### src/rtl/img_pkg.sv
// Shared constants, state encoding and index helper for the raster image path.
// Used by the image assembler and reusable by the scanner side.
package img_pkg;

  localparam int unsigned COLS = 8;                  // pixels per row
  localparam int unsigned ROWS = 8;                  // rows per frame
  localparam int unsigned XW   = 3;                  // clog2(COLS)
  localparam int unsigned YW   = 3;                  // clog2(ROWS)
  localparam int unsigned NPIX = COLS * ROWS;        // pixels per frame
  localparam int unsigned IW   = $clog2(NPIX);       // flat pixel index width
  localparam int unsigned CW   = $clog2(NPIX + 1);   // set-pixel count width

  typedef enum logic [1:0] {
    StIdle,
    StFill,
    StHold
  } state_e;

  // Flat raster index of pixel (x, y): row-major, row 0 first.
  function automatic logic [IW-1:0] pix_index(input logic [XW-1:0] x, input logic [YW-1:0] y);
    return IW'(int'(y) * int'(COLS) + int'(x));
  endfunction

endpackage

### src/rtl/raster_counter.sv
// Raster position counter (cx, cy): cx advances first and wraps into cy.
// Ports:
//   clk, rst  - clock, asynchronous active-high reset
//   clr_i     - return to (0, 0)
//   load1_i   - jump to (1, 0), i.e. just after pixel 0 was consumed
//   adv_i     - step to the next raster position
//   cx_o/cy_o - current column / row
//   last_o    - current position is the final pixel of the frame
module raster_counter
  import img_pkg::*;
#(
  parameter int unsigned Cols = COLS,
  parameter int unsigned Rows = ROWS,
  parameter int unsigned Xw   = XW,
  parameter int unsigned Yw   = YW
) (
  input  logic          clk,
  input  logic          rst,
  input  logic          clr_i,
  input  logic          load1_i,
  input  logic          adv_i,
  output logic [Xw-1:0] cx_o,
  output logic [Yw-1:0] cy_o,
  output logic          last_o
);

  logic [Xw-1:0] cx_q, cx_d;
  logic [Yw-1:0] cy_q, cy_d;
  logic          cx_end, cy_end;

  assign cx_end = (cx_q == Xw'(Cols - 1));
  assign cy_end = (cy_q == Yw'(Rows - 1));

  always_comb begin
    cx_d = cx_q;
    cy_d = cy_q;
    if (clr_i) begin
      cx_d = '0;
      cy_d = '0;
    end else if (load1_i) begin
      cx_d = Xw'(1);
      cy_d = '0;
    end else if (adv_i) begin
      if (cx_end) begin
        cx_d = '0;
        cy_d = cy_end ? '0 : cy_q + Yw'(1);
      end else begin
        cx_d = cx_q + Xw'(1);
      end
    end
  end

  always_ff @(posedge clk or posedge rst) begin
    if (rst) begin
      cx_q <= '0;
      cy_q <= '0;
    end else begin
      cx_q <= cx_d;
      cy_q <= cy_d;
    end
  end

  assign cx_o   = cx_q;
  assign cy_o   = cy_q;
  assign last_o = cx_end && cy_end;

endmodule

### src/rtl/image_assembler.sv
// Rebuilds a COLS x ROWS binary image from a raster pixel stream and presents
// the finished frame with a valid/ready handshake.
// Ports:
//   clk, rst          - clock, asynchronous active-high reset
//   in_valid_i        - stream beat valid
//   in_ready_o        - beat can be accepted (low in HOLD and during reset)
//   in_sof_i          - beat is pixel 0 of a frame
//   in_pix_i          - pixel value
//   in_x_i, in_y_i    - claimed coordinates, only meaningful for set pixels
//   img_o             - assembled image, img_o[y*COLS+x], img_o[0] = row 0/col 0
//   img_valid_o       - frame complete
//   out_ready_i       - downstream takes the frame
//   pix_count_o       - number of set pixels in the frame
//   err_o             - a set pixel arrived with coordinates off the raster position
module image_assembler
  import img_pkg::*;
(
  input  logic            clk,
  input  logic            rst,
  input  logic            in_valid_i,
  output logic            in_ready_o,
  input  logic            in_sof_i,
  input  logic            in_pix_i,
  input  logic [XW-1:0]   in_x_i,
  input  logic [YW-1:0]   in_y_i,
  output logic [0:NPIX-1] img_o,
  output logic            img_valid_o,
  input  logic            out_ready_i,
  output logic [CW-1:0]   pix_count_o,
  output logic            err_o
);

  state_e          state_q, state_d;
  logic [0:NPIX-1] img_q, img_d;
  logic [CW-1:0]   cnt_q, cnt_d;
  logic            err_q, err_d;

  logic            accept;
  logic            clr, load1, adv;
  logic [XW-1:0]   cx;
  logic [YW-1:0]   cy;
  logic            last;

  raster_counter u_raster_counter (
    .clk     (clk),
    .rst     (rst),
    .clr_i   (clr),
    .load1_i (load1),
    .adv_i   (adv),
    .cx_o    (cx),
    .cy_o    (cy),
    .last_o  (last)
  );

  // Ready is gated by rst so nothing looks acceptable while reset is held.
  assign in_ready_o = (state_q != StHold) && !rst;
  assign accept     = in_valid_i && in_ready_o;

  always_comb begin
    state_d = state_q;
    img_d   = img_q;
    cnt_d   = cnt_q;
    err_d   = err_q;
    clr     = 1'b0;
    load1   = 1'b0;
    adv     = 1'b0;

    unique case (state_q)
      StIdle, StFill: begin
        if (accept && in_sof_i) begin
          // Start (or restart) a frame: previous contents are discarded.
          img_d    = '0;
          img_d[0] = in_pix_i;
          cnt_d    = CW'(in_pix_i);
          err_d    = in_pix_i && ((in_x_i != '0) || (in_y_i != '0));
          load1    = 1'b1;
          state_d  = StFill;
        end else if (accept && (state_q == StFill)) begin
          img_d[pix_index(cx, cy)] = in_pix_i;
          cnt_d = cnt_q + CW'(in_pix_i);
          // Zero pixels carry stale coordinates, so only set pixels are checked.
          if (in_pix_i && ((in_x_i != cx) || (in_y_i != cy))) begin
            err_d = 1'b1;
          end
          if (last) begin
            clr     = 1'b1;
            state_d = StHold;
          end else begin
            adv = 1'b1;
          end
        end
      end
      StHold: begin
        if (out_ready_i) begin
          state_d = StIdle;
        end
      end
      default: state_d = StIdle;
    endcase
  end

  always_ff @(posedge clk or posedge rst) begin
    if (rst) begin
      state_q <= StIdle;
      img_q   <= '0;
      cnt_q   <= '0;
      err_q   <= 1'b0;
    end else begin
      state_q <= state_d;
      img_q   <= img_d;
      cnt_q   <= cnt_d;
      err_q   <= err_d;
    end
  end

  assign img_o       = img_q;
  assign img_valid_o = (state_q == StHold);
  assign pix_count_o = cnt_q;
  assign err_o       = err_q;

endmodule
### config.mk
export PLATFORM = sky130hd
export DESIGN_NAME = image_assembler
export DESIGN_NICKNAME = d
export VERILOG_FILES = /design/src/rtl/img_pkg.sv /design/src/rtl/raster_counter.sv /design/src/rtl/image_assembler.sv
export SDC_FILE = /design/constraint.sdc
export NUM_CORES = 1
export LEC_CHECK = 0
export CORE_UTILIZATION = 52
export DETAILED_ROUTE_END_ITERATION = 7
export MAX_ROUTING_LAYER = met4
export PLACE_DENSITY = 0.81
export SLEW_MARGIN = 20
export SYNTH_ARGS = -nofsm -noshare
export SYNTH_HDL_FRONTEND = slang
export SYNTH_SLANG_ARGS = --single-unit
### constraint.sdc
create_clock -name clk -period 3.9 [get_ports clk]
set_clock_uncertainty 0.2 [all_clocks]
set_input_delay 1.17 -clock clk [delete_from_list [all_inputs] [get_ports clk]]
set_output_delay 1.17 -clock clk [all_outputs]
set_load 0.05 [all_outputs]
==> impl_metrics.json, run 1 <==
{
  "syn_inst": 433,
  "cp_max_fo": 8,
  "viasPerCell": 6.65,
  "synth_edf_count": 0,
  "cts-root-buf": "clkbuf_8",
  "die_width_um": 92.1,
  "ant_nets": 0,
  "crit_type": "primary input to primary output",
  "cts_buffer_depth": 2,
  "drive_gt1_share_pct": 9.62,
  "routabilityCongestion": 0.891,
  "fin_nets": 513,
  "cts_hold_buf": 0,
  "synth_flop_cell": "dfrtp_1",
  "htreeDepth": 3,
  "io_pins": 86,
  "antenna_found_initial": 0,
  "fin_cells": 601,
  "ys.warnings.count": 0,
  "period_share_pct": 90.6,
  "ir_worst_vdd_v": 0.000180,
  "grt_overflow": 0,
  "drc": 0,
  "wl_per_cell_um": 20.4,
  "fin_total_pwr_uw": 2130,
  "p_per_area_nw_per_um2": 399,
  "drv_cap": 0,
  "drtPass1Iterations": 5,
  "finalHoldViolCount": 0,
  "grt_pass1_wl_um": 19400,
  "clock_latency_ns": 0.35,
  "hold_slack_ns": 0.297,
  "power_leakage_uw": 0.00220,
  "diodes": 0,
  "grt_use_total_pct": 30.8,
  "port_buffers": 85,
  "layout_min_cycle_time_ns": 3.53,
  "area_growth_pct": 26.6,
  "critPathArrivalTime_ns": 2.16,
  "cts_tree": "done",
  "syn_avg_cell_area_um2": 9.74,
  "clock-sinks": 80,
  "wirelength_um": 12300,
  "first_iter_violations": 464,
  "ys_async_sr_fraction_pct": 100,
  "die_area_um2": 8480,
  "setup_viol": 0,
  "rows": 32,
  "synth.cell_area_um2": 4220,
  "dp_hpwl_um": 7850,
  "cts_buffers": 9,
  "grt_pass1_vias": 3691,
  "outcome": "finished, final reports clean",
  "fp.dieH_um": 92.1,
  "worstHoldPathType": "register to register",
  "worst_pin_slew_ns": 1.15,
  "ys_ff_latch": 80,
  "fmax_mhz": 283,
  "crit_required_ns": 2.53,
  "slew_headroom_pct": 23.0,
  "dp.cells": 586,
  "via_count": 3999,
  "rsz0062_at_grt": "false",
  "cts_setup_buffers": 0,
  "syn_nets": 451,
  "synth_cell_type_count": 43,
  "cts_resized": 0,
  "cts.clk_slew.worst_paths_ns": 0.08,
  "finalSetupTns_ns": 0,
  "ys_seq_area_share_pct": 47.4,
  "start_util_pct": 54.3,
  "startpoint_type": "primary input",
  "crit_path_end_kind": "primary output",
  "drv_slew": 0,
  "grt_max_degree": 63,
  "core_area_um2": 7770
}
-- metrics by stage --
| step | worst slack (ns) | area, um^2 | utilization [%] |
|---|---|---|---|
| floorplan | 0.478 | 4220 | - |
| global route | 0.308 | 5340 | 68.8 |
| finish | 0.366 | 5340 | 68.8 |
| detailed placement | 0.364 | 5140 | 66.1 |
| CTS | 0.361 | 5340 | 68.8 |
| global placement | 0.395 | 5130 | 66.0 |
-- path summary, 6_finish.rpt --
kind	from	endpoint	slack, ns	depth (start not counted)
worst max-delay path	rst	in_ready_o	0.37	3
worst min-delay path	err_o	err_o	0.30	2
worst max register to register	u_raster_counter.cx_o[1]	img_o[58]	1.41	4
worst min register to register	err_o	err_o	0.30	2
max in group asynchronous	rst	u_raster_counter.cy_o[1]	1.66	3
min in group asynchronous	rst	err_o	1.17	2
-- report_power, final --
part	switching [uW]	internal [uW]	leakage, uW
sequential	70.1	876	0.00110
combinational	379	175	0.000999
clock	288	343	0.000108
total	737	1390	0.00220
-- sequential cells by signal, summed over array words and instances, names as in the netlist --
register and count:
img_o 64, pix_count_o 7, u_raster_counter.cx_o 3, u_raster_counter.cy_o 3, state_q 2, err_o 1
-- cells in the mapped netlist (2+ instances only) --
| cell type | n | share of area (%) |
|---|---|---|
| nand2_4 | 7 | 1.9 |
| nor2_1 | 9 | 0.80 |
| clkbuf_1 | 30 | 2.7 |
| o311ai_0 | 3 | 0.62 |
| nand2b_1 | 3 | 0.44 |
| nand3_1 | 6 | 0.71 |
| ha_1 | 6 | 1.8 |
| nor4_1 | 4 | 0.59 |
| nor3_1 | 2 | 0.24 |
| nand2_1 | 29 | 2.6 |
| dfrtp_1 | 80 | 47 |
| or3_1 | 3 | 0.44 |
| inv_1 | 5 | 0.44 |
| and3b_1 | 6 | 1.2 |
| a21oi_1 | 10 | 1.2 |
| xnor2_1 | 4 | 0.83 |
| buf_1 | 6 | 0.53 |
| nand4_1 | 2 | 0.30 |
| nand3b_1 | 6 | 1.1 |
| or3b_1 | 2 | 0.42 |
| buf_2 | 9 | 1.1 |
| o21ai_0 | 54 | 6.4 |
| or3b_2 | 3 | 0.62 |
| and3_1 | 2 | 0.30 |
| o21ai_1 | 52 | 6.2 |
| mux2i_1 | 7 | 1.7 |
| xor2_1 | 7 | 1.5 |
| o22ai_1 | 3 | 0.44 |
| nor3b_1 | 6 | 1.1 |
| o41ai_1 | 4 | 0.83 |
| a32oi_1 | 51 | 11 |
-- layer usage --
| layer | vias up | track usage (%) | routed length, um |
|---|---|---|---|
| li1 | 1772 | - | - |
| met1 | 1928 | 41.7 | 5040 |
| met4 | 0 | 13.9 | 393 |
| met5 | - | - | 0 |
| met3 | 39 | 7.13 | 1270 |
| met2 | 260 | 44.1 | 5560 |
-- final cells by class --
type | instances | area, um^2
fillers | 604 | 2420
flip-flops and latches | 80 | 2000
repair buffers | 96 | 951
clock buffers | 12 | 165
well taps | 102 | 128
inverters | 5 | 18.8
multi-input cells | 303 | 2040
clock inverters | 3 | 40.0
-- worst max-delay path, stage by stage --
cell and delay (ns):
clkdlybuf4s50_1 0.57, nor2_1 0.26, buf_12 0.17
-- placed cells by master (no fill, tap or decap), drive strengths merged, types with 2 or more instances in the layout --
master and n:
nor4 4, nor3b 7, clkbuf 12, o41ai 4
and3 2, inv 5, o22ai 3, a21oi 10
or3b 5, clkdlybuf4s50 83, o311ai 3, buf 13
and3b 6, xor2 7, xnor2 4, clkinv 2
o21ai 106, nand2 36, nor3 3, mux2i 7
or3 3, nor2 9, nand2b 3, ha 6
nand3b 6, dfrtp 80, nand4 2, a32oi 51
nand3 6
-- cells by family after synthesis --
family / synth area share (%)
compound gates: 27.3
xor+xnor: 2.28
fa+ha+maj: 1.78
buf+inv: 4.72
flops: 47.4
mux: 1.93
simple gates: 14.6
Power figures use the tool's default switching activity.
==> run 2, diff against run 1 <==
--- a/config.mk
+++ b/config.mk
@@ -6,7 +6,9 @@
 export NUM_CORES = 1
 export LEC_CHECK = 0
 export CORE_UTILIZATION = 52
+export CTS_CLUSTER_DIAMETER = 80
 export DETAILED_ROUTE_END_ITERATION = 7
+export GPL_TIMING_DRIVEN = 1
 export MAX_ROUTING_LAYER = met4
 export PLACE_DENSITY = 0.81
 export SLEW_MARGIN = 20
==> results of run 2 <==
No change in the layout: final DEF, timing and power equal those of run 1.
==> run 3, diff against run 2 <==
--- a/config.mk
+++ b/config.mk
@@ -5,12 +5,14 @@
 export SDC_FILE = /design/constraint.sdc
 export NUM_CORES = 1
 export LEC_CHECK = 0
-export CORE_UTILIZATION = 52
+export CELL_PAD_IN_SITES_DETAIL_PLACEMENT = 1
+export CELL_PAD_IN_SITES_GLOBAL_PLACEMENT = 1
+export CORE_UTILIZATION = 39
 export CTS_CLUSTER_DIAMETER = 80
 export DETAILED_ROUTE_END_ITERATION = 7
 export GPL_TIMING_DRIVEN = 1
 export MAX_ROUTING_LAYER = met4
-export PLACE_DENSITY = 0.81
+export PLACE_DENSITY_LB_ADDON = 0.1
 export SLEW_MARGIN = 20
 export SYNTH_ARGS = -nofsm -noshare
 export SYNTH_HDL_FRONTEND = slang
==> constraint.sdc (replaced) <==
create_clock -name clk -period 3.9 [get_ports clk]
set_clock_uncertainty 0.2 [all_clocks]
set_input_delay 1.17 -clock clk [delete_from_list [all_inputs] [get_ports clk]]
set_output_delay 1.17 -clock clk [all_outputs]
set_load 0.005 [all_outputs]
==> run 3 against run 2 <==
Compared with the run above: non-clock buffer count up 8; first-iteration DRC count down 34%; wire length up 17%; register-to-register slack about the same; total power down 6.5%; cell count up 7.2%; count of clock-buffer cells in the layout down 1; sequential power down 0.6%; sequential share of layout area down 0.45 points; hold slack worse by 0.0014 ns; setup slack worse by 0.061 ns; global-route usage down 3.5 points; critical path type unchanged; largest cell class unchanged; largest power group unchanged.
==> impl_metrics.json, run 3 (synthesis gave the netlist of run 1 again) <==
{
  "finalWorstSetupSlack_ns": 0.305,
  "rows": 37,
  "finalHoldViolCount": 0,
  "critPathArrivalTime_ns": 2.22,
  "grt_max_degree": 60,
  "fmax_mhz": 278,
  "cts_buffer_depth": 2,
  "final_common_cell": "clkdlybuf4s50_1",
  "drc": 0,
  "grt_use_total_pct": 27.3,
  "setup_viol": 0,
  "core_area_um2": 10400,
  "grt_pass1_vias": 3898,
  "combPwrFrac_pct": 21.9,
  "cts_resized": 0,
  "layout_min_cycle_time_ns": 3.59,
  "cts_setup_buffers": 0,
  "drive_gt1_share_pct": 10.2,
  "drv_slew": 0,
  "cts_tree": "done",
  "clkPwrFrac_pct": 30.9,
  "slew_headroom_pct": 50.0,
  "outcome": "finished, final reports clean",
  "grt_pass1_wl_um": 22400,
  "drtPass1Iterations": 5,
  "htreeDepth": 3,
  "pwr-share-seq_pct": 47.2,
  "antenna_found_initial": 0,
  "fill_cells": 1192,
  "period_share_pct": 92.2,
  "p_per_area_nw_per_um2": 368,
  "largest_reg_flops": 64,
  "crit_required_ns": 2.53,
  "cts.clk_slew.worst_paths_ns": 0.08,
  "crit_type": "primary input to primary output",
  "clock_latency_ns": 0.35,
  "cts-root-buf": "clkbuf_8",
  "cp_max_fo": 2,
  "p_int_uw": 1350,
  "clock-sinks": 80,
  "cts_buffers": 9,
  "start_util_pct": 40.5,
  "ant_nets": 0,
  "worstHoldPathType": "register to register",
  "finalSetupTns_ns": 0,
  "post-route-util_pct": 51.9,
  "first_iter_violations": 305,
  "area_growth_pct": 28.2,
  "via_count": 3972,
  "fin_nets": 521,
  "multiInputGateArea_um2": 2030,
  "fp.dieH_um": 106,
  "grt_overflow": 0,
  "cts_hold_buf": 0,
  "layout.area.seq_um2": 2000,
  "dp_worst_setup_slack_ns": 0.290,
  "startpoint_type": "primary input",
  "wl_per_cell_um": 22.3,
  "die_area_um2": 11200,
  "viasPerCell": 6.17,
  "rsz0062_at_grt": "false",
  "diodes": 0,
  "io_pins": 86,
  "wirelength_um": 14400,
  "power_leakage_uw": 0.00222,
  "dp_hpwl_um": 9300,
  "power.net_switching_uw": 641,
  "port_buffers": 85,
  "ir_worst_vdd_v": 0.000278,
  "worst_pin_slew_ns": 0.746,
  "drv_cap": 0,
  "die_width_um": 106,
  "mostFrequentLayoutCells": "clkdlybuf4s50_1 (84), dfrtp_1 (80), o21ai_0 (54)",
  "swShare_pct": 32.2,
  "crit_path_end_kind": "primary output",
  "routabilityCongestion": 0.814
}
-- run 3: area by class of cell --
type / count / share of cell area (%)
multi-input combinational: 303 / 37.5
sequential: 80 / 37.0
timing repair buffer: 104 / 18.5
tap: 136 / 3.15
clock buffer: 11 / 2.43
clock inverter: 5 / 1.04
inverter: 5 / 0.347
-- run 3: path summary, 6_finish.rpt --
path	startpoint	slack, ns	depth (start not counted)	to
max	rst	0.31	3	in_ready_o
min	err_o	0.30	2	err_o
max reg2reg	state_q[1]	1.40	5	img_o[0]
min reg2reg	err_o	0.30	2	err_o
max in group asynchronous	rst	1.59	4	u_raster_counter.cx_o[0]
min in group asynchronous	rst	1.18	3	pix_count_o[4]
-- run 3: metal layers --
metal  vias to the layer above  wire length, um  part of all wire (%)  track usage, %
li1                       1787                -                     -               -
met2                       140             6600                    46            40.0
met3                        20              739                   5.1            3.31
met1                      2025             6800                    47            39.1
met4                         0              219                   1.5            9.03
met5                         -                0                     0               -
-- run 3: through the flow --
| step | total power, uW | area (um^2) | hold slack (ns) | std cells |
|---|---|---|---|---|
| final | 1990 | 5410 | 0.296 | 644 |
| after global routing | 2080 | 5410 | 0.340 | 644 |
| after CTS | 2000 | 5410 | 0.304 | 644 |
| after detailed placement | 1390 | 5220 | 0.287 | 628 |
| after global placement | 1380 | 5220 | 0.286 | 628 |
| after floorplan | 1160 | 4220 | 0.267 | 433 |
-- run 3: power groups by stage --
stage          combinational, uW  clock, uW  sequential (uW)
2_1_floorplan                242          0              921
3_3_place_gp                 423          0              954
3_5_place_dp                 430          0              956
4_1_cts                      432        629              939
5_1_grt                      467        662              948
6_report                     436        616              940
-- run 3: worst max-delay path: stages --
cell and delay, ns:
clkdlybuf4s50_1 0.42, nor2_1 0.12, clkdlybuf4s50_1 0.52
